**src/rtl/ahb_pkg.sv**
```systemverilog
`timescale 1ns/1ps
// ahb_pkg
// Shared types and constants for the AHB-Lite master of the multicycle core.
//   htrans_t      : AHB transfer type encoding (IDLE, BUSY, NONSEQ, SEQ)
//   bus_state_t   : master FSM state (S_IDLE, S_ADDR, S_DATA)
//   HSIZE_WORD    : every transfer is one 32-bit word
//   HBURST_SINGLE : only single transfers are issued
//   hprot_for()   : HPROT encoding for a request (privileged, non-bufferable)
package ahb_pkg;

  typedef enum logic [1:0] {
    IDLE   = 2'b00,
    BUSY   = 2'b01,
    NONSEQ = 2'b10,
    SEQ    = 2'b11
  } htrans_t;

  localparam logic [2:0] HSIZE_WORD    = 3'b010;
  localparam logic [2:0] HBURST_SINGLE = 3'b000;

  typedef enum logic [1:0] {
    S_IDLE = 2'b00,
    S_ADDR = 2'b01,
    S_DATA = 2'b10
  } bus_state_t;

  // HPROT[0] is 0 for an opcode fetch and 1 for a data access.
  function automatic logic [3:0] hprot_for(input logic instr);
    return {3'b001, ~instr};
  endfunction

endpackage

```
**src/rtl/sat_counter.sv**
```systemverilog
`timescale 1ns/1ps
// sat_counter
// Up counter that stops at all-ones instead of wrapping.
//   clk     : clock
//   clear_n : synchronous active-low clear (dominates inc)
//   inc     : increment enable
//   count   : current count
module sat_counter #(
  parameter int W = 16
) (
  input  logic         clk,
  input  logic         clear_n,
  input  logic         inc,
  output logic [W-1:0] count
);

  localparam logic [W-1:0] ONE = {{(W-1){1'b0}}, 1'b1};

  always_ff @(posedge clk) begin
    if (!clear_n) begin
      count <= '0;
    end else if (inc && (count != '1)) begin
      count <= count + ONE;
    end
  end

endmodule

```
**src/rtl/ahb_lite_master.sv**
```systemverilog
`timescale 1ns/1ps
// ahb_lite_master
// Turns single-word memory requests from the multicycle core FSM (fetch,
// LDR, STR) into AHB-Lite SINGLE word transfers and returns the read data.
//
// Core side:
//   mem_req/mem_we/mem_instr/mem_adr/mem_wdata : request (pulse), captured in S_IDLE
//   mem_rdata : last completed read data, held until the next read completes
//   mem_done  : one-cycle completion pulse
//   mem_busy  : transfer in flight (combinational from state)
//   wait_cnt  : saturating count of HREADY-low cycles during transfers
//   dbg_state : current FSM state for observation
// AHB side:
//   HADDR/HTRANS/HWRITE/HSIZE/HBURST/HPROT/HWDATA out, HRDATA/HREADY/HRESP in
//
// Optional build macro AHB_ERR_CAPTURE_EN adds mem_fault (sticky) and
// fault_adr, and suppresses the mem_rdata update on an errored read.
//
// Handshake: mem_req is accepted only in the cycle the master is idle and
// not pulsing mem_done; a request at any other time is dropped (no queue).
// Every accepted request yields exactly one mem_done pulse unless reset
// intervenes. The core must re-issue a dropped request after mem_done.
module ahb_lite_master
  import ahb_pkg::*;
#(
  parameter int ADDR_W = 32,
  parameter int DATA_W = 32,
  parameter int WCNT_W = 16
) (
  input  logic              clk,
  input  logic              reset,
  input  logic              mem_req,
  input  logic              mem_we,
  input  logic              mem_instr,
  input  logic [ADDR_W-1:0] mem_adr,
  input  logic [DATA_W-1:0] mem_wdata,
  output logic [DATA_W-1:0] mem_rdata,
  output logic              mem_done,
  output logic              mem_busy,
  output logic [WCNT_W-1:0] wait_cnt,
  output logic [1:0]        dbg_state,
  output logic [ADDR_W-1:0] HADDR,
  output logic [1:0]        HTRANS,
  output logic              HWRITE,
  output logic [2:0]        HSIZE,
  output logic [2:0]        HBURST,
  output logic [3:0]        HPROT,
  output logic [DATA_W-1:0] HWDATA,
  input  logic [DATA_W-1:0] HRDATA,
  input  logic              HREADY,
  input  logic              HRESP
`ifdef AHB_ERR_CAPTURE_EN
  ,
  output logic              mem_fault,
  output logic [ADDR_W-1:0] fault_adr
`endif
);

  bus_state_t        state;
  htrans_t           htrans_q;
  logic [DATA_W-1:0] wdata_q;
  logic              rdata_take;
  logic              stall;

  assign HTRANS    = htrans_q;
  assign HSIZE     = HSIZE_WORD;
  assign HBURST    = HBURST_SINGLE;
  assign mem_busy  = (state != S_IDLE);
  assign dbg_state = state;

  // A wait cycle is any HREADY-low cycle while a transfer owns the bus.
  assign stall = (state != S_IDLE) && !HREADY;

`ifdef AHB_ERR_CAPTURE_EN
  assign rdata_take = !HRESP;
`else
  assign rdata_take = 1'b1;
`endif

  // Word addressing drops the byte offset; HRESP is only observed with the
  // error-capture build.
  logic unused_ok;
  assign unused_ok = &{1'b0, mem_adr[1:0], HRESP};

  always_ff @(posedge clk) begin
    if (!reset) begin
      state     <= S_IDLE;
      htrans_q  <= IDLE;
      HADDR     <= '0;
      HWRITE    <= 1'b0;
      HPROT     <= 4'b0011;
      HWDATA    <= '0;
      wdata_q   <= '0;
      mem_rdata <= '0;
      mem_done  <= 1'b0;
    end else begin
      mem_done <= 1'b0;
      case (state)
        S_IDLE: begin
          // The done cycle still belongs to the finished transfer, so a
          // request arriving together with mem_done is dropped.
          if (mem_req && !mem_done) begin
            HADDR    <= {mem_adr[ADDR_W-1:2], 2'b00};
            HWRITE   <= mem_we;
            HPROT    <= hprot_for(mem_instr);
            wdata_q  <= mem_wdata;
            htrans_q <= NONSEQ;
            state    <= S_ADDR;
          end
        end
        S_ADDR: begin
          if (HREADY) begin
            htrans_q <= IDLE;
            if (HWRITE) HWDATA <= wdata_q;
            state <= S_DATA;
          end
        end
        S_DATA: begin
          if (HREADY) begin
            if (!HWRITE && rdata_take) mem_rdata <= HRDATA;
            mem_done <= 1'b1;
            state    <= S_IDLE;
          end
        end
        default: begin
          htrans_q <= IDLE;
          state    <= S_IDLE;
        end
      endcase
    end
  end

`ifdef AHB_ERR_CAPTURE_EN
  // HADDR is untouched until the next accepted request, so it still holds
  // the address of the transfer completing now.
  always_ff @(posedge clk) begin
    if (!reset) begin
      mem_fault <= 1'b0;
      fault_adr <= '0;
    end else if ((state == S_DATA) && HREADY && HRESP) begin
      mem_fault <= 1'b1;
      fault_adr <= HADDR;
    end
  end
`endif

  sat_counter #(
    .W(WCNT_W)
  ) u_wait_cnt (
    .clk     (clk),
    .clear_n (reset),
    .inc     (stall),
    .count   (wait_cnt)
  );

endmodule
```
**config.mk**
```make
export PLATFORM = sky130hd
export DESIGN_NAME = ahb_lite_master
export DESIGN_NICKNAME = d
export VERILOG_FILES = /design/src/rtl/ahb_pkg.sv /design/src/rtl/sat_counter.sv /design/src/rtl/ahb_lite_master.sv
export SDC_FILE = /design/constraint.sdc
export NUM_CORES = 1
export LEC_CHECK = 0
export CAP_MARGIN = 20
export CORE_AREA = 2 2 141 143
export CTS_CLUSTER_DIAMETER = 150
export DETAILED_ROUTE_END_ITERATION = 8
export DIE_AREA = 0 0 143 145
export PLACE_DENSITY_LB_ADDON = 0.2
export SYNTH_ARGS = -nofsm -noshare
export SYNTH_HDL_FRONTEND = slang
export SYNTH_SLANG_ARGS = --single-unit
```
**constraint.sdc**
```tcl
create_clock -name clk -period 1.93 [get_ports clk]
set_clock_uncertainty 0.1 [all_clocks]
set_input_delay 0.386 -clock clk [delete_from_list [all_inputs] [get_ports clk]]
set_output_delay 0.386 -clock clk [all_outputs]
set_load 0.01 [all_outputs]
```
Word level (Yosys, flattened, before mapping)
Index checks and enable logic that the tools add are counted.
{"block": "word_totals", "elab_cells": 40, "in_bits": 103, "ff_bits": 149, "output_inout_bits": 129}
{"block": "op_classes", "addsub": 1, "bitwise": 3, "reduce_logical": 13, "n_mux": 7, "n_eq_ne": 6}
{"cell": "16-bit by 1-bit adder with 16-bit output (second input constant)", "n": 1}
{"cell": "16-bit != test (second input constant)", "n": 1}
{"cell": "2-bit one-hot mux with 3 select lines", "n": 2}
{"cell": "3-bit AND reduction", "n": 4}
{"cell": "2-bit 2-to-1 mux", "n": 4}
{"cell": "2-bit != test (second input constant)", "n": 3}
{"cell": "2-bit AND reduction", "n": 2}
{"cell": "1-bit logical AND", "n": 3}
{"cell": "1-bit NOT", "n": 3}
{"cell": "2-bit by 1-bit equality test with 1-bit output (second input constant)", "n": 1}
{"cell": "2-bit equality test (second input constant)", "n": 1}
{"cell": "1-bit logical NOT", "n": 2}
{"cell": "2-bit logical NOT", "n": 1}
{"cell": "2-bit nonzero test", "n": 1}
{"cell": "1-bit 2-to-1 mux", "n": 1}

Depth between registers and ports, before layout
{"block": "depth", "word_depth": 4, "mapped_depth": 7, "ltp_nobuf": 5}

Cells and area by module
Synthesis repeated with hierarchy kept, for this count alone.
{"block": "hier_totals", "hier_cells": 650, "hier_area_um2": 6079.6}
{"mod": "ahb_lite_master", "cells_each": 553, "area_per_inst_um2": 5242.5, "seq_area_each_um2": 2642.5, "n_inst": 1}
{"mod": "sat_counter", "cells_each": 97, "area_per_inst_um2": 837.1, "seq_area_each_um2": 320.3, "n_inst": 1}

Least setup slack after synthesis
Ideal clock, no wire load.
{"block": "synth_path", "kind": "flip-flop to flip-flop", "from": "register state[1], in the netlist dbg_state[1]", "to": "register HADDR[26]", "synth_period_minus_slack_ps": 1732, "stages_incl_launch_ff": 8, "path_buffers": 3, "path_slack_ps": 198, "t_arrival_ps": 1500, "setup_time_ps": 132, "required_ps": 1698, "cell_sequence": "dfxtp_1 -> or2_1 -> or3b_1 -> clkbuf_1 -> buf_6 -> buf_6 -> nand2_1 -> a21oi_1"}
{"block": "synth_via", "elab_chain_cells": 2}
{"item": "from (decl)", "line_no": "ahb_lite_master.sv:59", "rtl": "bus_state_t state;"}
{"item": "from (signal assigned)", "line_no": "ahb_lite_master.sv:87", "rtl": "state <= S_IDLE;"}
{"item": "from (signal assigned)", "line_no": "ahb_lite_master.sv:108", "rtl": "state <= S_ADDR;"}
{"item": "from (signal assigned)", "line_no": "ahb_lite_master.sv:115", "rtl": "state <= S_DATA;"}
{"item": "2-bit logical NOT", "line_no": "ahb_lite_master.sv:98", "rtl": "case (state)"}
{"item": "2-bit AND reduction (no line)"}
{"item": "to (signal assigned)", "line_no": "ahb_lite_master.sv:103", "rtl": "HADDR <= {mem_adr[ADDR_W-1:2], 2'b00};"}
{"item": "to (decl)", "line_no": "ahb_lite_master.sv:42", "rtl": "output logic [ADDR_W-1:0] HADDR,"}
No other way between the ends.
A chain may end at the register's enable or synchronous reset.

Worst setup path in the final report
{"block": "layout_path", "from": "register u_wait_cnt.count[14]", "to": "output wait_cnt[14]"}
{"item": "from (decl)", "line_no": "sat_counter.sv:14", "rtl": "output logic [W-1:0] count"}
{"item": "from (signal assigned)", "line_no": "sat_counter.sv:23", "rtl": "count <= count + ONE;"}
{"item": "to (decl)", "line_no": "ahb_lite_master.sv:40", "rtl": "output logic [WCNT_W-1:0] wait_cnt,"}
No word-level cell between the ends.

==> results.md <==
* Synth-to-Final Area Change at 58.69%
* Post-Route WL at about 16 mm
* Worst Setup Start Kind: flip-flop
* Area fraction in compound gates after synthesis at 0.1445
* Diode count at 0
* Routed length per placed instance at between 10 and 15 um
* Max-slew violations at 0
* Slowest stage delay, CP at 0.57 ns
* Die area at 20,740 um^2
* Hold EP: HWDATA[30]$_SDFFE_PN0P_
* Crit path required time at roughly 1.4 ns
* Main flop type after synthesis: dfxtp_1
* CP top delay family: buffers and inverters
* CTS Sinks at ~150
* Switching Power at 1.761 mW
* Nets at 1,011
* Post-route ant nets at 0
* Power Density at between 800 and 900 nW/um^2
* Most common cell in the synthesized netlist: nand2_1
* Num rows at slightly above 50
* Die Y at 145 um
* Worst-path cell chain: clkdlybuf4s50_1
* R2r setup slk at about 0.16 ns
* Total chip power at approximately 7.6 mW
* Setup CP Type: flip-flop to output port
* Flops & latches, synth at 148
* Hold_sp: wdata_q[30]$_SDFFE_PN0P_
* DRC violations left at 0
* Syn Area/Cell at about 8.0 um^2
* Die Width at 143 um
* Clock share of power at 0.473
* Clock Latency Late Sink at around 0.42 ns
* Fmax at 534.3 MHz
* First-pass GRT wire length at 25.25 mm
* Mux share of post-synthesis cell area at 0.009103
* Static leakage at about 3.1 nW
* Post-synth top area cell: dfxtp_1
* Sequential share of power at 0.426
* Internal Power at between 5 and 6 mW
* Global Route Usage Sum at 0.1540
* Post-synth EDFFs at 0
* Worst-path clk slew at around 0.060 ns
* Largest net degree at the start of global routing at 45
* YS warnings at 0
* Largest family of logic cells by synthesized area: simple AND/OR/NAND/NOR gates
* Syn Std Cell Area at about 5500 um^2
* Fin cells at between 1k and 1.5k
* CTS Root Cell: clkbuf_16
* WP buf/inv at 1
* Status: finished clean
* Post-synthesis adder-cell area fraction at 0.002276
* Post-Synth XOR/XNOR Area at 0.001593
* GR Overflow Total at 0
* Share of the synthesized area in the top cell type at 0.5389
* Hold Path Depth at 2
* CP max-delay cell: clkdlybuf4s50_1
* H-tree levels at 4
* Tmin final at approximately 1.9 ns
* Layout cells sized above 1 at 0.08261
* DP Wirelength at 10.94 mm
* Critical path fanouts, max at 5
* Cells after DPL at approximately 1.2k
* DR iter-0 viols at roughly 170
* DP Worst Slack at -0.2199 ns
* Initial Util at 0.2862
* Via count at approximately 5.2k
* Total CTS buffers at 17
* Setup TNS at 0 ns
* Arrival time at the worst endpoint at roughly 1.4 ns
* R2R Path Start: u_wait_cnt.count[1]$_SDFFE_PN0P_
* Worst setup margin at approximately 0.058 ns
* Initial antenna violation count at 0
* RSZ-0062 raised after global routing: no
* Sequential fraction of the synthesis area at 0.5389
* Net Sw Frac at 0.2330
* Comb pwr share at 0.101
* Util after Layout at 0.4542
* Commonest cells in the synthesized netlist: nand2_1, dfxtp_1, a21oi_1
* Hold Vio Cnt, Final at 0
* Worst IR drop on VDD at between 500 and 600 uV
* Max Cap Viol at 0
* R2r worst-path depth at 6
* Worst hold path type: flip-flop to flip-flop
* Longest Clk Path Bufs at 2
* Gate count of the mapped netlist at about 690
* Post-CTS Repair Setup Buffers at 0
* Vias in the first global route at a little under 5k
* # port buffers at ~220
* TritonCTS clock tree: built
* Synth async-reset ratio at 0
* Post-Synth Simple-Gate Area at 0.2421
* Vias per inst at approximately 4.4
* Core Region at 19,210 um^2
* GPL Wtd Cong at 0.7649
* FF-to-FF End: u_wait_cnt.count[12]$_SDFFE_PN0P_
* Drt first pass iters at 4
* Cts hold-fix bufs at 0
* Final setup viols at 0
* Top Ports at 232
* CP Capture Type: output port
* Synth unique cells at 38
* Largest cells by area after synthesis: dfxtp_1, nand2_1, a21oi_1
* Crit share post-route at 0.9697
## final cells by class
cell class | instances | area, um^2
Clock buffer | 18 | 439.2
Clock inverter | 14 | 198.9
Fill cell | 1954 | 10480
Inverter | 3 | 13.76
Multi-Input combinational cell | 491 | 2252
Sequential cell | 148 | 2970
Tap cell | 265 | 331.6
Timing Repair Buffer | 246 | 2519
## per-stage QoR
step | instance area (um^2) | hold slack [ns]
finish | 8725 | 0.3448
global route | 8725 | 0.3537
CTS | 8720 | 0.3490
detailed placement | 8085 | 0.3415
global placement | 8085 | 0.3388
floorplan | 5535 | 0.3321
## power by group through the flow
stage	sequential (mW)	combinational, mW	clock [mW]
6_report	3.22	0.767	3.57
5_1_grt	3.23	0.843	3.82
4_1_cts	3.22	0.782	3.68
3_5_place_dp	3.29	0.782	0
3_3_place_gp	3.28	0.783	0
2_1_floorplan	3.31	0.307	0
## state kept, by name, indices dropped and copies added (netlist names)
register	count
HTRANS	1
u_wait_cnt.count	16
mem_rdata	32
wdata_q	32
mem_done	1
HADDR	30
HPROT	1
dbg_state	2
HWDATA	32
HWRITE	1
## layer usage
metal / wire length (um) / global-route usage / vias to the layer above
met5: 0 / 0 / -
met4: 179 / 0.05198 / 0
met3: 1148 / 0.05776 / 12
li1: - / - / 2676
met1: 7123 / 0.1876 / 2333
met2: 7513 / 0.2488 / 143
## worst min-delay path: cells and delay by family, from the launching register on
family | cells | cell delay (ns)
AO/OA/AOI/OAI | 1 | 0.05
flip-flops | 1 | 0.31
AND/OR/NAND/NOR | 1 | 0.05
## cells by family after synthesis
kind of cell	after synthesis
xor gates and xnor gates	1
muxes	5
adders and majority gates	1
buffers and inverters	62
other	2
AOI/OAI and AO/OA	154
DFF	148
and+or+nand+nor	318
## repair_timing
item	4_1_cts	5_1_grt
setup endpoints to repair	11	3
pin swaps	0	0
cloned	0	0
resized for setup	11	3
## how the worst max path moves through the flow
stage,slack [ns],cells after the start,from,to
after detailed placement,-0.22,5,HREADY,u_wait_cnt.count[13]$_SDFFE_PN0P_
after global placement,-0.21,5,HREADY,u_wait_cnt.count[13]$_SDFFE_PN0P_
final,0.06,1,u_wait_cnt.count[14]$_SDFFE_PN0P_,wait_cnt[14]
after global routing,0.003,1,u_wait_cnt.count[14]$_SDFFE_PN0P_,wait_cnt[14]
after CTS,0.02,1,u_wait_cnt.count[10]$_SDFFE_PN0P_,wait_cnt[10]
after floorplan,0.20,7,dbg_state[1]$_SDFFE_PN0P_,HADDR[26]$_SDFFE_PN0P_
## cells in the final DEF, fill, tap and decap left out, types with 2 or more instances in the layout
cell | Yosys | routed
mux2i_1 | 5 | 5
o21ai_0 | 7 | 7
nor2b_1 | 2 | 2
bufinv_16 | 0 | 4
or4_1 | 4 | 4
nor2_1 | 2 | 2
and2_1 | 2 | 2
clkbuf_16 | 0 | 17
a21oi_1 | 139 | 139
nand2b_1 | 6 | 6
nor3_1 | 5 | 4
dlygate4sd2_1 | 0 | 7
or3_1 | 7 | 7
buf_12 | 0 | 11
nand3_1 | 8 | 8
dfxtp_1 | 148 | 142
nand2_1 | 268 | 268
clkdlybuf4s50_1 | 0 | 208
inv_1 | 2 | 2
clkinv_4 | 0 | 4
and3_1 | 2 | 2
conb_1 | 2 | 12
clkinv_2 | 0 | 2
nand4_1 | 2 | 2
o31ai_1 | 4 | 4
inv_6 | 0 | 3
dfxtp_2 | 0 | 6
buf_4 | 12 | 19
nor4_1 | 2 | 2
Note: power is estimated with default switching activity, not from simulation.
